==> src/rtl/alu_pkg.sv <==
// Shared ALU definitions for the pipelined MIPS core.
// The control unit, the ALU-control decoder and the ALU all import this package.
package alu_pkg;

  // ALUOp classes issued by the control unit (4 bits)
  localparam logic [3:0] LOAD_STORE = 4'b0000;
  localparam logic [3:0] ADDI       = 4'b0001;
  localparam logic [3:0] R_TYPE     = 4'b0010;
  localparam logic [3:0] ANDI       = 4'b0100;
  localparam logic [3:0] ORI        = 4'b0101;
  localparam logic [3:0] BRANCH     = 4'b0111;
  localparam logic [3:0] XORI       = 4'b1000;
  localparam logic [3:0] LUI        = 4'b1001;
  localparam logic [3:0] SLTI       = 4'b1100;

  // ALU operation codes, using the MIPS funct encoding (6 bits)
  localparam logic [5:0] OP_ADD = 6'b100000;
  localparam logic [5:0] OP_SUB = 6'b100010;
  localparam logic [5:0] OP_AND = 6'b100100;
  localparam logic [5:0] OP_OR  = 6'b100101;
  localparam logic [5:0] OP_XOR = 6'b100110;
  localparam logic [5:0] OP_SLT = 6'b101010;
  localparam logic [5:0] OP_LUI = 6'b001111;

endpackage : alu_pkg

==> src/rtl/alu_control.sv <==
// Registered ALU-control decoder (EX stage).
// Maps the control unit's ALUOp class, plus the funct field for R-type
// instructions, onto the operation code the ALU consumes. The result is
// registered so it lines up with the EX pipeline register.
module alu_control
  import alu_pkg::*;
#(
  parameter int NB_FUNCT  = 6,
  parameter int NB_ALU_OP = 4
) (
  input  logic                 i_clk,
  input  logic                 i_rst_n,
  input  logic [NB_FUNCT-1:0]  i_op_r_tipe,
  input  logic [NB_ALU_OP-1:0] i_alu_op_CU,
  output logic [NB_FUNCT-1:0]  o_alu_control_signals
);

  logic [NB_FUNCT-1:0] alu_ctrl_d;
  logic [NB_FUNCT-1:0] alu_ctrl_q;

  // Decode the ALUOp class; funct is only looked at for R-type, so an
  // undriven funct on immediate instructions can never reach the output.
  always_comb begin
    alu_ctrl_d = NB_FUNCT'(OP_ADD);
    case (i_alu_op_CU)
      NB_ALU_OP'(LOAD_STORE): alu_ctrl_d = NB_FUNCT'(OP_ADD);
      NB_ALU_OP'(ADDI):       alu_ctrl_d = NB_FUNCT'(OP_ADD);
      NB_ALU_OP'(R_TYPE):     alu_ctrl_d = i_op_r_tipe;
      NB_ALU_OP'(ANDI):       alu_ctrl_d = NB_FUNCT'(OP_AND);
      NB_ALU_OP'(ORI):        alu_ctrl_d = NB_FUNCT'(OP_OR);
      NB_ALU_OP'(BRANCH):     alu_ctrl_d = NB_FUNCT'(OP_SUB);
      NB_ALU_OP'(XORI):       alu_ctrl_d = NB_FUNCT'(OP_XOR);
      NB_ALU_OP'(LUI):        alu_ctrl_d = NB_FUNCT'(OP_LUI);
      NB_ALU_OP'(SLTI):       alu_ctrl_d = NB_FUNCT'(OP_SLT);
      // Unassigned classes fall back to a harmless ADD
      default:                alu_ctrl_d = NB_FUNCT'(OP_ADD);
    endcase
  end

  // Output register; synchronous reset parks the ALU on ADD and wins over decode
  always_ff @(posedge i_clk) begin
    if (!i_rst_n) begin
      alu_ctrl_q <= NB_FUNCT'(OP_ADD);
    end else begin
      alu_ctrl_q <= alu_ctrl_d;
    end
  end

  assign o_alu_control_signals = alu_ctrl_q;

endmodule : alu_control

==> config.mk <==
export PLATFORM = sky130hd
export DESIGN_NAME = alu_control
export DESIGN_NICKNAME = d
export VERILOG_FILES = /design/src/rtl/alu_pkg.sv /design/src/rtl/alu_control.sv
export SDC_FILE = /design/constraint.sdc
export NUM_CORES = 1
export LEC_CHECK = 0
export CORE_AREA = 4 4 41 43
export DETAILED_ROUTE_END_ITERATION = 10
export DIE_AREA = 0 0 45 47
export PLACE_DENSITY = 0.59
export SLEW_MARGIN = 15
export SYNTH_ARGS = -nofsm -noshare
export SYNTH_HDL_FRONTEND = slang
export SYNTH_SLANG_ARGS = --single-unit
==> constraint.sdc <==
create_clock -name i_clk -period 1.7 [get_ports i_clk]
set_input_delay 0.17 -clock i_clk [delete_from_list [all_inputs] [get_ports i_clk]]
set_output_delay 0.17 -clock i_clk [all_outputs]
set_load 0.05 [all_outputs]
==> results of run 1 <==
-- logic make-up (layout without fill, tap and decap cells) --
family                 Yosys count  in the layout
flip-flops                       6              6
AO/OA/AOI/OAI                    7              7
XOR/XNOR                         1              1
buffers and inverters            2             21
AND/OR/NAND/NOR                 14             14
-- worst max path at each step --
stage | slack (ns) | to | depth (start not counted)
final | 0.19 | o_alu_control_signals[4] | 1
after global routing | 0.14 | o_alu_control_signals[4] | 1
after CTS | 0.17 | o_alu_control_signals[4] | 1
after detailed placement | 0.25 | o_alu_control_signals[3] | 4
after global placement | 0.25 | o_alu_control_signals[3] | 4
after floorplan | 0.81 | o_alu_control_signals[3] | 4
-- cell usage after synthesis, drive strengths merged, types with 2 or more instances --
| master | n |
|---|---|
| dfxtp | 6 |
| nor3 | 2 |
| and4 | 2 |
| o21a | 2 |
| nand2b | 2 |
| nor2 | 2 |
-- power groups by stage --
stage / Sequential [uW] / Clock, uW / Combinational (uW)
6_report: 148 / 128 / 87.3
5_1_grt: 148 / 144 / 92.8
4_1_cts: 148 / 136 / 87.9
2_1_floorplan: 171 / 0 / 22.3
3_3_place_gp: 151 / 0 / 87.7
3_5_place_dp: 151 / 0 / 87.3
-- cell type report --
| class | count | share of cell area (%) |
|---|---|---|
| timing repair buffer | 17 | 34.3 |
| inverter | 1 | 0.758 |
| multi-input combinational | 22 | 32.3 |
| tap | 15 | 3.79 |
| clock buffer | 3 | 4.55 |
| sequential | 6 | 24.2 |
-- metrics by stage --
stage	area [sq um]	util, %	instances	setup WS (ns)	power, uW
2_1_floorplan	289	-	30	0.810	193
3_3_place_gp	473	36.3	61	0.251	238
3_5_place_dp	473	36.3	61	0.249	238
4_1_cts	495	38.1	64	0.169	372
5_1_grt	495	38.1	64	0.139	385
6_report	495	38.1	64	0.187	364
-- per-layer routing --
layer | vias to the layer above | wire length, um | part of all wire, % | track usage [%]
li1 | 153 | - | - | -
met1 | 128 | 340 | 46 | 8.64
met2 | 15 | 277 | 37 | 10.2
met3 | 0 | 122 | 16 | 4.21
met4 | 0 | 0 | 0 | 5.26
met5 | - | 0 | 0 | 0
-- cells in the final DEF (no fill, tap or decap), drive strengths merged, types with 2 or more instances in the layout --
master / instances
o21a: 2
and4: 2
nor2: 2
clkbuf: 3
dfxtp: 6
nand2b: 2
clkdlybuf4s50: 17
nor3: 2
==> reports/results.txt, run 1 <==
synthesized cell area = 289 sq um
Synth Area in Adders = 0%
WP data arrival = 1.34 ns
critical path type = reg -> out
fmax = 661 MHz
post-synthesis cell type count = 22
#FFs+latches synth = 6
Clk pwr share = 35.3%
largest net degree at the start of global routing = 10
Mapped Cells = 30
CP top delay family = buffers and inverters
status = finished clean
CTS buffer count = 3
hold buffer count at cts = 0
CP Buf/Inv Count = 1
Worst Setup Start Kind = flop
fin nets = 63
die width = 45 um
Syn Nets = 42
Multi-input gate area = 160 sq um
slowest stage cell on the critical path = clkdlybuf4s50_1
synthesized area per cell = 9.63 sq um
H-tree depth = 1
IO Pins = 18
min Tclk post-route = 1.51 ns
Reg power frac = 40.7%
Critical path origin = o_alu_control_signals[4]
P_sw = 93.5 uW
die area = 2120 sq um
Starting DRT DRC Count = 4
Fin Setup TNS = 0 ns
Worst VDD drop = 0.000212 V
Fill cells = 151
WL final = 740 um
Post-synth top flop = dfxtp_1
WHS = 0.530 ns
GP Congestion = 0.756
top post-synthesis cells by area = dfxtp_1, o21a_1, nand4bb_1
Compound-Gate Fraction of Synth Area = 18.2%
FP Rows = 13
synthesis warning total = 0
DR WL/cell = 11.6 um
Worst setup EP type = output port
Area Overhead vs Synth = 71.4%
initial antenna violation count = 0
Seq/Total Area, Yosys = 41.6%
EDFF count, synth = 0
area leader, netlist = dfxtp_1
XOR/XNOR Fraction of Synth Area = 3.03%
final hold violation count = 0
post-CTS setup repair buffer count = 0
worst-path cell chain = clkdlybuf4s50_1
CTS Root Buffer Type = clkbuf_4
Hold Path Depth = 2
share of post-route cells with drive strength above 1 = 10.2%
post-CTS sizing = 0
post-synthesis simple-gate area fraction = 34.2%
Power Density = 734 nW/um^2
mux share of post-synthesis cell area = 0%
TritonRoute pass-1 iters = 3
Initial Utilization = 22.2%
DRC = 0
FFs w/ async S/R, synth = 0%
CTS Buffer Depth = 2
largest family of logic cells by synthesized area = simple AND/OR/NAND/NOR gates
Worst slew margin = 67.1%
ANT nets after route = 0
Worst-Margin Slew = 0.493 ns
TritonCTS clock tree = built
first-pass GRT wire length = 1060 um
Largest register FFs = 6
Port-buffer cells = 17
MaxCap Viol Count = 0
HP Class = in -> reg
vias per cell = 4.63
GRT overflow = 0
Core Area = 1300 sq um
vias in the first global route = 254
All-Layer GR Usage = 7.42%
chip height = 47 um
worst-path maximum fanout = 1
Lkg Pwr = 0.000179 uW
Tcrit/Tclk final = 89.0%
RSZ-0062 raised after global routing = no
Seq. cell area = 120 sq um
Hold EP = o_alu_control_signals[4]
Worst-path clk slew = 0.05 ns
Combinational Power Share = 24.0%
Hold Crit Start = i_op_r_tipe[4]
dpl hpwl = 574 um
total number of vias = 296
antenna diode count = 0
Worst EP required = 1.53 ns
Internal = 270 uW
# clock sinks = 6
delay of the slowest cell on the worst path = 0.79 ns
Sw Share = 25.7%
setup violators final = 0
top cell type's share of synthesized area = 41.6%
Max Transition Viols Final = 0
No activity file was read; power rests on OpenSTA's default activity.
==> run 2, diff against run 1 <==
--- a/config.mk
+++ b/config.mk
@@ -5,9 +5,10 @@
 export SDC_FILE = /design/constraint.sdc
 export NUM_CORES = 1
 export LEC_CHECK = 0
-export CORE_AREA = 4 4 41 43
+export CORE_AREA = 5 5 42 44
 export DETAILED_ROUTE_END_ITERATION = 10
-export DIE_AREA = 0 0 45 47
+export DIE_AREA = 0 0 47 49
+export GPL_ROUTABILITY_DRIVEN = 0
 export PLACE_DENSITY = 0.59
 export SLEW_MARGIN = 15
 export SYNTH_ARGS = -nofsm -noshare
==> run 2 against run 1 <==
Compared with the run above:
- global-route usage about the same
- die area grew 8.9%
- final area grew 0.25%
- critical path type unchanged
==> reports/results.txt, run 2 (synthesized netlist as in run 1, its figures left out) <==
Core Area = 1400 sq um (+7.7%)
most frequent cells in the layout = clkdlybuf4s50_1, dfxtp_1, clkbuf_4
Power Density = 733 nW/um^2 (-0.22%)
die width = 47 um (+4.4%)
min setup slack post-route = 0.188 ns (+0.000768 ns)
worst-path cell chain = clkdlybuf4s50_1
Tcrit/Tclk final = 88.9% (about the same)
Clk pwr share = 35.4% (about the same)
initial antenna violation count = 0 (unchanged)
vias in the first global route = 272 (+7.1%)
Internal = 270 uW (about the same)
post-CTS sizing = 0 (unchanged)
Fill cells = 156 (+3.3%)
first-pass GRT wire length = 1150 um (+8.5%)
CP Buf/Inv Count = 1 (unchanged)
FP Rows = 14 (+1)
antenna diode count = 0 (unchanged)
worst-path maximum fanout = 1 (unchanged)
Worst-Margin Slew = 0.493 ns (+0.000507 ns)
Sw Share = 25.7% (about the same)
Initial Utilization = 20.6% (-1.6 points)
status = finished clean
fin nets = 63 (unchanged)
setup violators final = 0 (unchanged)
HP Class = in -> reg
Worst VDD drop = 0.000192 V (-9.7%)
total number of vias = 293 (-1.0%)
vias per cell = 4.51 (-2.5%)
Worst-path clk slew = 0.04 ns (about the same)
critical path type = reg -> out
TritonCTS clock tree = built
Max Transition Viols Final = 0 (unchanged)
commonest non-fill, non-tap cell in the layout = clkdlybuf4s50_1
H-tree depth = 1 (unchanged)
Worst Setup Start Kind = flop
die area = 2300 sq um (+8.9%)
post-CTS setup repair buffer count = 0 (unchanged)
Area Overhead vs Synth = 71.9%
GRT overflow = 0 (unchanged)
CTS Buffer Depth = 2 (unchanged)
IO Pins = 18 (unchanged)
fmax = 661 MHz (about the same)
Worst setup EP type = output port
pre-CTS WS = 0.247 ns (-0.00196 ns)
share of post-route cells with drive strength above 1 = 10.2% (unchanged)
DR WL/cell = 11.5 um (-0.61%)
hold buffer count at cts = 0 (unchanged)
chip height = 49 um (+4.3%)
TritonRoute pass-1 iters = 1 (-2)
CTS buffer count = 3 (unchanged)
P_sw = 93.6 uW (+0.14%)
Reg power frac = 40.7% (about the same)
delay of the slowest cell on the worst path = 0.79 ns (about the same)
Combinational Power Share = 23.9% (about the same)
Lkg Pwr = 0.000179 uW (unchanged)
slowest stage cell on the critical path = clkdlybuf4s50_1
CP top delay family = buffers and inverters
Starting DRT DRC Count = 0 (-4)
MaxCap Viol Count = 0 (unchanged)
min Tclk post-route = 1.51 ns (-0.000768 ns)
RSZ-0062 raised after global routing = no
WP data arrival = 1.34 ns (about the same)
Fin Setup TNS = 0 ns (unchanged)
All-Layer GR Usage = 7.46% (+0.040 points)
Worst slew margin = 67.0% (about the same)
Largest register FFs = 6 (unchanged)
# clock sinks = 6 (unchanged)
final hold violation count = 0 (unchanged)
Port-buffer cells = 17 (unchanged)
Design Power = 364 uW (about the same)
DRC = 0 (unchanged)
WL final = 747 um (+0.95%)
largest net degree at the start of global routing = 10 (unchanged)
Worst EP required = 1.53 ns (about the same)
CTS Root Buffer Type = clkbuf_4
ANT nets after route = 0 (unchanged)
[run 2: cell counts in the layout (fill, tap and decap cells not counted)]
Identical to the previous run, type by type.
[run 2: through the flow]
step	cells	utilization (%)	cell area, sq um	hold WS (ns)
2_1_floorplan	30	-	289	0.253
3_3_place_gp	62	33.8	474	0.749
3_5_place_dp	62	33.8	474	0.766
4_1_cts	65	35.4	497	0.517
5_1_grt	65	35.4	497	0.528
6_report	65	35.4	497	0.521
[run 2: path summary, 6_finish.rpt]
kind	start	endpoint	slack, ns	depth (start not counted)
max	o_alu_control_signals[4]	o_alu_control_signals[4]	0.19	1
min	i_op_r_tipe[4]	o_alu_control_signals[4]	0.52	2
[run 2: area by class of cell]
| cell class | instances | area, sq um | area share, % |
|---|---|---|---|
| Sequential cell | 6 | 120 | 24.2 |
| Timing Repair Buffer | 17 | 170 | 34.3 |
| Tap cell | 16 | 20.0 | 4.03 |
| Clock buffer | 3 | 22.5 | 4.53 |
| Inverter | 1 | 3.75 | 0.756 |
| Multi-Input combinational cell | 22 | 160 | 32.2 |
[run 2: routing by layer]
metal	track usage, %	part of all wire, %	vias to the layer above
li1	-	-	153
met1	9.01	43	124
met2	8.82	41	14
met3	1.85	13	2
met4	9.68	3.1	0
met5	0	0	-
[run 2: power by group through the flow]
stage	registers [uW]	clock network [uW]	logic, uW
3_3_place_gp	151	0	87.2
5_1_grt	148	146	93.2
4_1_cts	148	139	87.9
3_5_place_dp	151	0	87.5
6_report	148	129	86.9
2_1_floorplan	171	0	22.3
